**config.mk**
```make
export PLATFORM = sky130hd
export DESIGN_NAME = bs_endpoint
export DESIGN_NICKNAME = d
export VERILOG_FILES = /design/src/rtl/bs_pkg.sv /design/src/rtl/bs_sync_fifo.sv /design/src/rtl/bs_endpoint.sv
export SDC_FILE = /design/constraint.sdc
export NUM_CORES = 1
export LEC_CHECK = 0
export CAP_MARGIN = 20
export CORE_MARGIN = 3
export CORE_UTILIZATION = 40
export CTS_BUF_LIST = sky130_fd_sc_hd__clkbuf_16
export DETAILED_ROUTE_END_ITERATION = 6
export RECOVER_POWER = 25
export SKIP_CTS_REPAIR_TIMING = 1
export SLEW_MARGIN = 40
export SYNTH_ARGS = -nofsm -noshare
export SYNTH_HDL_FRONTEND = slang
export SYNTH_SLANG_ARGS = --single-unit
```
**constraint.sdc**
```tcl
create_clock -name clk -period 5.6 [get_ports clk]
set_clock_uncertainty 0.05 [all_clocks]
set_input_delay 1.4 -clock clk [delete_from_list [all_inputs] [get_ports clk]]
set_output_delay 1.4 -clock clk [all_outputs]
set_load 0.005 [all_outputs]
```
**src/rtl/bs_pkg.sv**
```systemverilog
// Shared packet-format definitions for the bs_gnrtr bus endpoint:
// field layout, default widths and the receive-side address classification.
package bs_pkg;

  localparam int          PCKG_SZ_DEF   = 32;
  localparam logic [7:0]  BROADCAST_DEF = 8'hFF;
  localparam int          HDR_W         = 32;
  localparam int          CNT_W         = 16;

  typedef enum logic [1:0] {
    RX_ACCEPT   = 2'd0,
    RX_ECHO     = 2'd1,
    RX_MISROUTE = 2'd2
  } rx_class_e;

  // Header is the top HDR_W bits of a packet: target, source, ID.
  function automatic logic [7:0] pkt_target(input logic [HDR_W-1:0] hdr);
    return hdr[31:24];
  endfunction

  function automatic logic [7:0] pkt_source(input logic [HDR_W-1:0] hdr);
    return hdr[23:16];
  endfunction

  function automatic logic [15:0] pkt_id(input logic [HDR_W-1:0] hdr);
    return hdr[15:0];
  endfunction

  // A broadcast we originated ourselves comes back as an echo and is ignored.
  function automatic rx_class_e rx_classify(input logic [HDR_W-1:0] hdr,
                                            input logic [7:0] my_id,
                                            input logic [7:0] bcast);
    rx_class_e cls;
    if (pkt_target(hdr) == my_id) begin
      cls = RX_ACCEPT;
    end else if (pkt_target(hdr) == bcast) begin
      cls = (pkt_source(hdr) == my_id) ? RX_ECHO : RX_ACCEPT;
    end else begin
      cls = RX_MISROUTE;
    end
    return cls;
  endfunction

endpackage

```
**src/rtl/bs_sync_fifo.sv**
```systemverilog
// Synchronous show-ahead FIFO with registered full/empty flags.
// A write while full is accepted when a read frees the slot in the same cycle.
module bs_sync_fifo #(
  parameter int WIDTH = 32,
  parameter int DEPTH = 16
) (
  input  logic             clk,
  input  logic             reset,
  input  logic             wr_en,
  input  logic [WIDTH-1:0] wr_data,
  input  logic             rd_en,
  output logic [WIDTH-1:0] rd_data,
  output logic             full,
  output logic             empty
);

  localparam int AW = $clog2(DEPTH);
  localparam int CW = AW + 1;

  logic [WIDTH-1:0] mem_q [DEPTH];
  logic [AW-1:0]    wr_ptr_q, wr_ptr_d;
  logic [AW-1:0]    rd_ptr_q, rd_ptr_d;
  logic [CW-1:0]    count_q, count_d;
  logic             full_q, full_d;
  logic             empty_q, empty_d;
  logic             wr_accept;
  logic             rd_accept;

  always_comb begin
    wr_accept = wr_en && (!full_q || rd_en);
    rd_accept = rd_en && !empty_q;
    wr_ptr_d  = wr_ptr_q;
    rd_ptr_d  = rd_ptr_q;
    count_d   = count_q;
    if (wr_accept) begin
      wr_ptr_d = wr_ptr_q + AW'(1);
    end
    if (rd_accept) begin
      rd_ptr_d = rd_ptr_q + AW'(1);
    end
    if (wr_accept && !rd_accept) begin
      count_d = count_q + CW'(1);
    end else if (rd_accept && !wr_accept) begin
      count_d = count_q - CW'(1);
    end
    full_d  = (count_d == CW'(DEPTH));
    empty_d = (count_d == '0);
  end

  always_ff @(posedge clk) begin
    if (reset) begin
      wr_ptr_q <= '0;
      rd_ptr_q <= '0;
      count_q  <= '0;
      full_q   <= 1'b0;
      empty_q  <= 1'b1;
    end else begin
      wr_ptr_q <= wr_ptr_d;
      rd_ptr_q <= rd_ptr_d;
      count_q  <= count_d;
      full_q   <= full_d;
      empty_q  <= empty_d;
    end
  end

  // Storage is deliberately left out of reset; the empty flag masks stale data.
  always_ff @(posedge clk) begin
    if (wr_accept) begin
      mem_q[wr_ptr_q] <= wr_data;
    end
  end

  assign rd_data = empty_q ? '0 : mem_q[rd_ptr_q];
  assign full    = full_q;
  assign empty   = empty_q;

endmodule

```
**src/rtl/bs_endpoint.sv**
```systemverilog
// Per-port bus endpoint: TX FIFO toward the bus pull interface, address-filtered
// RX FIFO toward the host, saturating drop/misroute counters and a sticky error.
module bs_endpoint
  import bs_pkg::*;
#(
  parameter int         PCKG_SZ   = PCKG_SZ_DEF,
  parameter int         DEPTH     = 16,
  parameter logic [7:0] ID        = 8'd0,
  parameter logic [7:0] BROADCAST = BROADCAST_DEF
) (
  input  logic               clk,
  input  logic               reset,
  input  logic               tx_wr,
  input  logic [PCKG_SZ-1:0] tx_data,
  output logic               tx_full,
  output logic               pndng,
  input  logic               pop,
  output logic [PCKG_SZ-1:0] D_pop,
  input  logic               push,
  input  logic [PCKG_SZ-1:0] D_push,
  output logic               rx_pndng,
  output logic [PCKG_SZ-1:0] rx_data,
  input  logic               rx_pop,
  output logic [CNT_W-1:0]   drop_cnt,
  output logic [CNT_W-1:0]   misroute_cnt,
  output logic               err
);

  logic             tx_empty;
  logic             rx_empty;
  logic             rx_full;
  logic [HDR_W-1:0] rx_hdr;
  rx_class_e        rx_class;
  logic             rx_wr;

  logic [CNT_W-1:0] drop_cnt_q, drop_cnt_d;
  logic [CNT_W-1:0] misroute_cnt_q, misroute_cnt_d;
  logic             err_q, err_d;

  function automatic logic [CNT_W-1:0] sat_inc(input logic [CNT_W-1:0] v);
    return (v == '1) ? v : v + CNT_W'(1);
  endfunction

  bs_sync_fifo #(.WIDTH(PCKG_SZ), .DEPTH(DEPTH)) u_tx_fifo (
    .clk     (clk),
    .reset   (reset),
    .wr_en   (tx_wr),
    .wr_data (tx_data),
    .rd_en   (pop),
    .rd_data (D_pop),
    .full    (tx_full),
    .empty   (tx_empty)
  );

  bs_sync_fifo #(.WIDTH(PCKG_SZ), .DEPTH(DEPTH)) u_rx_fifo (
    .clk     (clk),
    .reset   (reset),
    .wr_en   (rx_wr),
    .wr_data (D_push),
    .rd_en   (rx_pop),
    .rd_data (rx_data),
    .full    (rx_full),
    .empty   (rx_empty)
  );

  always_comb begin
    rx_hdr         = D_push[PCKG_SZ-1 -: HDR_W];
    rx_class       = rx_classify(rx_hdr, ID, BROADCAST);
    rx_wr          = push && (rx_class == RX_ACCEPT);
    drop_cnt_d     = drop_cnt_q;
    misroute_cnt_d = misroute_cnt_q;
    err_d          = err_q;
    // An accepted packet is lost only when the FIFO is full and nobody frees a slot.
    if (rx_wr && rx_full && !rx_pop) begin
      drop_cnt_d = sat_inc(drop_cnt_q);
    end
    if (push && (rx_class == RX_MISROUTE)) begin
      misroute_cnt_d = sat_inc(misroute_cnt_q);
    end
    if ((pop && tx_empty) || (rx_pop && rx_empty)) begin
      err_d = 1'b1;
    end
  end

  always_ff @(posedge clk) begin
    if (reset) begin
      drop_cnt_q     <= '0;
      misroute_cnt_q <= '0;
      err_q          <= 1'b0;
    end else begin
      drop_cnt_q     <= drop_cnt_d;
      misroute_cnt_q <= misroute_cnt_d;
      err_q          <= err_d;
    end
  end

  assign pndng        = !tx_empty;
  assign rx_pndng     = !rx_empty;
  assign drop_cnt     = drop_cnt_q;
  assign misroute_cnt = misroute_cnt_q;
  assign err          = err_q;

endmodule

```
==> qor.yml, run 1 <==
ys_warn_count: 0
violations: "design-rule violations"
grt_max_degree: 64
cts_root_buffer: "clkbuf_16"
finalSetupViolations: 0
synth_top_family_by_area: "multiplexers"
vias_per_cell: 5.45
p_leak_nw: 15.2
initial_utilization_pct: 40.7
cp_max_fo: 29
ys_seq_elements: 1095
grt_pass1_wl_mm: 138
rsz0062_at_grt: "no"
antenna_found_initial: 18
fill_cells: 8473
clk_latency_ns: 0.70
syn_inst: 1918
hp-class: "register to register"
ys_top_cells_by_count: "edfxtp_1, mux4_2, and2_1"
slew_viol_final: 0
yosysSeqAreaShare_pct: 75.7
slew_headroom_pct: 43.1
dr.first_iter.drc_count: 1621
fp-row-count: 118
cts.sinks: 1095
powerDensity_nw_per_um2: 366
core_um2: 105000
vias: 19900
syn_area_um2: 42500
hpwl_mm: 51.5
cts.path.max_buffers: 3
async_flop_share_pct: 0
finalCritPeriodShare_pct: 90.9
endpoint_kind: "output pin"
cts.clk_slew.worst_paths_ns: 0.06
synth_compound_area_share_pct: 0.868
yosysMostFrequentCell: "edfxtp_1"
place_congestion: 0.733
synthFlopType: "edfxtp_1"
wl_mm: 91.7
period_minus_slack_ns: 5.09
critPathKind: "register to output pin"
worst_ep_required_time_ns: 4.15
avgSynthCellArea_um2: 22.2
cts-htree-levels: 3
synthTopCellsByArea: "edfxtp_1, mux4_2, dfxtp_1, and2_1, nor2_1"
cap_violations: 0
synthSimpleGateAreaFrac_pct: 3.66
status: "finished with violations"
antenna_left: 0
cp-start-kind: "register"
port_buffers: 169
worst_slew_pin_slew_ns: 0.853
holdWs_ns: 0.443
cts_tree: "done"
first_global_vias: 21200
synth_top_area_cell: "edfxtp_1"
die_area_um2: 110000
ff_latch_area_um2: 32200
die_x_um: 332
layout-drive-gt1-share_pct: 25.1
synth_fp_nets: 2004
finalHoldViolations: 0
synth_top_area_share_pct: 72.3
synth_edf_count: 1024
peakVddDrop_v: 0.000257
synth_fa_ha_area_share_pct: 0.471
syn_to_final_growth_pct: 16.9
synth_cell_type_count: 67
reg2regPathDepth: 4
synthXorXnorAreaFrac_pct: 0.927
post_drt_wl_per_cell_um: 25.1
grt_usage_pct: 16.7
tns_ns: 0
drc: 1
first_pass_iters: 7
fin_nets: 2256
cp.arrival_ns: 3.64
io_pins: 170
max_freq_mhz: 197
overflow: 0
die_y_um: 332
total_power_mw: 18.2
muxShareOfSynthArea_pct: 17.1
multi_input_area_um2: 9960
cts_inserted_buffers: 110
min_path_cells: 2
==> flip-flops by register name, indices dropped and copies added (netlist names), named ones only <==
signal,cells
drop_cnt,16
err,1
misroute_cnt,16
u_rx_fifo.count_q,5
u_rx_fifo.empty,1
u_rx_fifo.full,1
u_rx_fifo.mem_q,512
u_rx_fifo.rd_ptr_q,4
u_rx_fifo.wr_ptr_q,4
u_tx_fifo.count_q,5
u_tx_fifo.empty,1
u_tx_fifo.full,1
u_tx_fifo.mem_q,512
u_tx_fifo.rd_ptr_q,4
u_tx_fifo.wr_ptr_q,4
==> worst paths after layout <==
kind,startpoint,endpoint,slack (ns)
hold reg to reg,u_rx_fifo.rd_ptr_q[1],register,0.44
setup reg to reg,u_tx_fifo.full,u_tx_fifo.mem_q[11][5],2.87
setup / recovery,register,rx_data[18],0.51
hold / removal,u_rx_fifo.rd_ptr_q[1],register,0.44
==> power breakdown <==
group	switching [mW]	internal [mW]
clock network	3.03	3.85
registers	0.132	9.05
logic	0.942	1.17
==> cell families after synthesis <==
group	after synthesis
multiplexers	324
AO/OA/AOI/OAI	45
adder cells (fa/ha/maj)	16
flip-flops	1095
XOR/XNOR	45
AND/OR/NAND/NOR	285
buffers and inverters	108
==> critical path, stage by stage (launching register included) <==
cell and delay [ns]:
dfxtp_4 0.77, buf_4 0.42, mux4_2 0.56, mux4_2 0.52, and2_1 0.19, clkdlybuf4s50_1 0.45
==> metal layers <==
| metal | global-route usage (%) | vias to the layer above | wire, um |
|---|---|---|---|
| li1 | - | 8527 | - |
| met1 | 22.5 | 10700 | 38800 |
| met2 | 27.7 | 523 | 45900 |
| met3 | 3.21 | 144 | 4770 |
| met4 | 4.81 | 4 | 2180 |
| met5 | 0 | - | 23 |
==> cell type report <==
class                   count  share of cell area (%)
clock buffers             110                    5.54
clock inverters            93                    1.39
inverters                  18                   0.136
diodes                     11                  0.0554
well taps                1380                    3.47
flip-flops and latches   1095                    64.8
repair buffers            230                    4.62
multi-input cells         715                    20.0
==> metrics by stage <==
step	cell area (um^2)	util [%]	setup slack, ns	std cells
2_1_floorplan	42500	-	0.796	1918
3_3_place_gp	46200	44.2	0.645	3437
3_5_place_dp	46300	44.3	0.749	3437
4_1_cts	49700	47.6	0.378	3640
5_1_grt	49700	47.5	0.298	3643
6_report	49700	47.6	0.511	3652
==> cells in the final DEF (no fill, tap or decap), types with 11 or more instances in the layout <==
cell type | synthesis | final
xor2_1 | 19 | 19
clkdlybuf4s50_1 | 0 | 127
nor2_4 | 0 | 12
dlygate4sd3_1 | 0 | 41
diode_2 | 0 | 11
xnor2_1 | 26 | 26
nand3_1 | 16 | 16
dfxtp_1 | 71 | 63
clkinv_1 | 0 | 25
ha_1 | 16 | 16
clkbuf_16 | 0 | 110
edfxtp_1 | 1024 | 1024
mux4_2 | 312 | 312
inv_1 | 18 | 48
clkinv_2 | 0 | 18
nand4_1 | 17 | 17
buf_12 | 0 | 15
nor2_1 | 76 | 64
buf_4 | 21 | 33
nand2_1 | 27 | 27
and2_1 | 86 | 70
clkbuf_1 | 37 | 11
(Power assumes the default switching activity.)
==> inputs of run 2 (changes only) <==
- CELL_PAD_IN_SITES_DETAIL_PLACEMENT: default -> 0
- CELL_PAD_IN_SITES_GLOBAL_PLACEMENT: default -> 1
- CORE_UTILIZATION: 40 -> 54
- PLACE_DENSITY_LB_ADDON: default -> 0.1
==> run 2 against run 1 <==
  * The run now ends clean
  * Core utilization grew 16 points
  * Clock-buffer cell count is the same
  * Maximum frequency grew 1.8%
  * Critical path depth is the same
  * Sequential share of layout area grew 0.70 points
  * Cell count shrank 9.7%
  * Non-clock buffer count shrank 4
  * Via count grew 0.11%
  * Wire length shrank 0.41%
  * First-iteration DRC count grew 13%
  * Sequential power is essentially flat
  * Die area shrank 25%
  * Critical path type unchanged
  * Highest routed layer unchanged
==> qor.yml, run 2 (same netlist as run 1, synthesis figures left out) <==
status: "complete, no violations"
final_cells: 3297  # -9.7%
worst_slew_pin_slew_ns: 0.866  # +0.0126 ns
first_pass_iters: 5  # -2
regToRegStartpoint: "u_tx_fifo.full"
port_buffers: 169  # unchanged
overflow: 0  # unchanged
first_global_vias: 20900  # -1.4%
place_congestion: 0.735  # +0.29%
hp-class: "register to register"
die_area_um2: 82100  # -25%
clk_latency_ns: 0.64  # -0.06 ns
reg2reg_slack_ns: 2.92  # +0.05 ns
initial_utilization_pct: 54.7  # +14 points
crit_chain: "buf_12, mux4_2, mux4_2, and2_1, clkdlybuf4s50_1"
peakVddDrop_v: 0.000253  # -1.7%
timing.rr.end: "u_tx_fifo.mem_q[7][10]"
cp.arrival_ns: 3.55  # -0.09 ns
finalHoldViolations: 0  # unchanged
wl_mm: 91.3  # -0.41%
finalSetupViolations: 0  # unchanged
period_minus_slack_ns: 5.00  # -0.0888 ns
cts.path.max_buffers: 3  # unchanged
cts_root_buffer: "clkbuf_16"
most-common-layout-cells: "edfxtp_1, mux4_2, clkdlybuf4s50_1"
fill_cells: 5228  # -38%
antenna_left: 0  # unchanged
cts.sinks: 1095  # unchanged
cts_tree: "done"
powerDensity_nw_per_um2: 373  # +2.1%
syn_to_final_growth_pct: 15.7
vias: 19900  # +0.11%
die_x_um: 287  # -14%
fin_nets: 2251  # -0.22%
io_pins: 170  # unchanged
hpwl_mm: 52.0  # +0.82%
switching_share_pct: 22.3  # -0.35 points
seqPwrFrac_pct: 49.9  # -0.6 points
cp_max_fo: 35  # +21%
core_um2: 77700  # -26%
cap_violations: 0  # unchanged
max_freq_mhz: 200  # +1.8%
power_frac_comb_pct: 11.7  # about the same
cts_inserted_buffers: 109  # -0.91%
p_leak_nw: 15.2  # -0.11%
finalCritPeriodShare_pct: 89.3  # -1.6 points
antenna_found_initial: 11  # -7
slew_viol_final: 0  # unchanged
grt_max_degree: 59  # -7.8%
tns_ns: 0  # unchanged
layout-drive-gt1-share_pct: 25.5  # +0.33 points
slew_headroom_pct: 42.3  # -0.84 points
cp-start-kind: "register"
clkPwrFrac_pct: 38.4  # +0.5 points
max_stage_delay_ns: 0.73  # -0.04 ns
grt_pass1_wl_mm: 137  # -0.65%
rsz0062_at_grt: "no"
multi_input_area_um2: 9950  # -0.10%
fp-row-count: 102  # -14%
crit_path_frequent_cell: "mux4_2"
power.switching_mw: 4.09  # -0.54%
ff_latch_area_um2: 32200  # about the same
die_y_um: 287  # -14%
dr.first_iter.drc_count: 1831  # +13%
critPathCapture: "rx_data[0]"
dp.cells: 3094  # -10%
reg2regPathDepth: 4  # unchanged
grt_usage_pct: 22.8  # +6.1 points
p_int_mw: 14.3  # +1.5%
endpoint_kind: "output pin"
slowest_stage: "dfxtp_4"
reg_top3: "u_rx_fifo.mem_q x512, u_tx_fifo.mem_q x512"
post_drt_wl_per_cell_um: 27.7  # +10%
cts.clk_slew.worst_paths_ns: 0.06  # about the same
critPathKind: "register to output pin"
cts-htree-levels: 3  # unchanged
vias_per_cell: 6.04  # +11%
worst_ep_required_time_ns: 4.15  # about the same
drc: 0  # -1
layout_commonest_cell: "edfxtp_1"
run 2: cell type report:
class                      instances  area share [%]
sequential                      1095            65.5
multi-input combinational        715            20.2
clock buffer                     110            5.60
timing repair buffer             226            4.45
tap                             1040            2.65
clock inverter                    91            1.48
inverter                          18           0.142
antenna                            2          0.0102
run 2: critical path, delay by kind of cell, from the launching register on:
family | cells | cell delay, ns
AND/OR/NAND/NOR | 1 | 0.20
flip-flops | 1 | 0.73
buffers and inverters | 2 | 0.84
multiplexers | 2 | 1.12
run 2: power groups by stage:
stage               clock [mW]  sequential (mW)  combinational [mW]
finish                    7.04             9.17                2.16
detailed placement           0             9.34                2.21
CTS                       7.17             9.17                2.22
global route              7.51             9.18                2.33
global placement             0             9.34                2.19
floorplan                    0             9.26                1.43
run 2: per-layer routing:
layer  vias to the layer above  routed length (um)  GRT usage, %
li1                       8517                   -             -
met1                     10600               38700          33.6
met2                       656               44700          36.1
met3                       119                6330          4.34
met4                         8                1550          5.28
met5                         -                  55             0
run 2: worst min-delay path by stage:
stage,startpoint,to,slack [ns],cells past startpoint
after global placement,err,err,0.42,2
final,misroute_cnt[1],misroute_cnt[1],0.45,2
after floorplan,u_rx_fifo.rd_ptr_q[1],register,0.42,2
after detailed placement,err,err,0.44,2
after global routing,u_rx_fifo.rd_ptr_q[1],register,0.48,2
after CTS,misroute_cnt[1],misroute_cnt[1],0.45,2
run 2: through the flow:
step	total power [mW]	worst slack, ns	util, %	cell area [um^2]	hold slack (ns)
3_3_place_gp	11.5	0.503	58.8	45700	0.416
3_5_place_dp	11.6	0.637	58.8	45700	0.438
5_1_grt	19.0	0.382	63.3	49200	0.477
4_1_cts	18.6	0.494	63.3	49200	0.453
6_report	18.4	0.600	63.3	49200	0.451
2_1_floorplan	10.7	0.796	-	42500	0.418
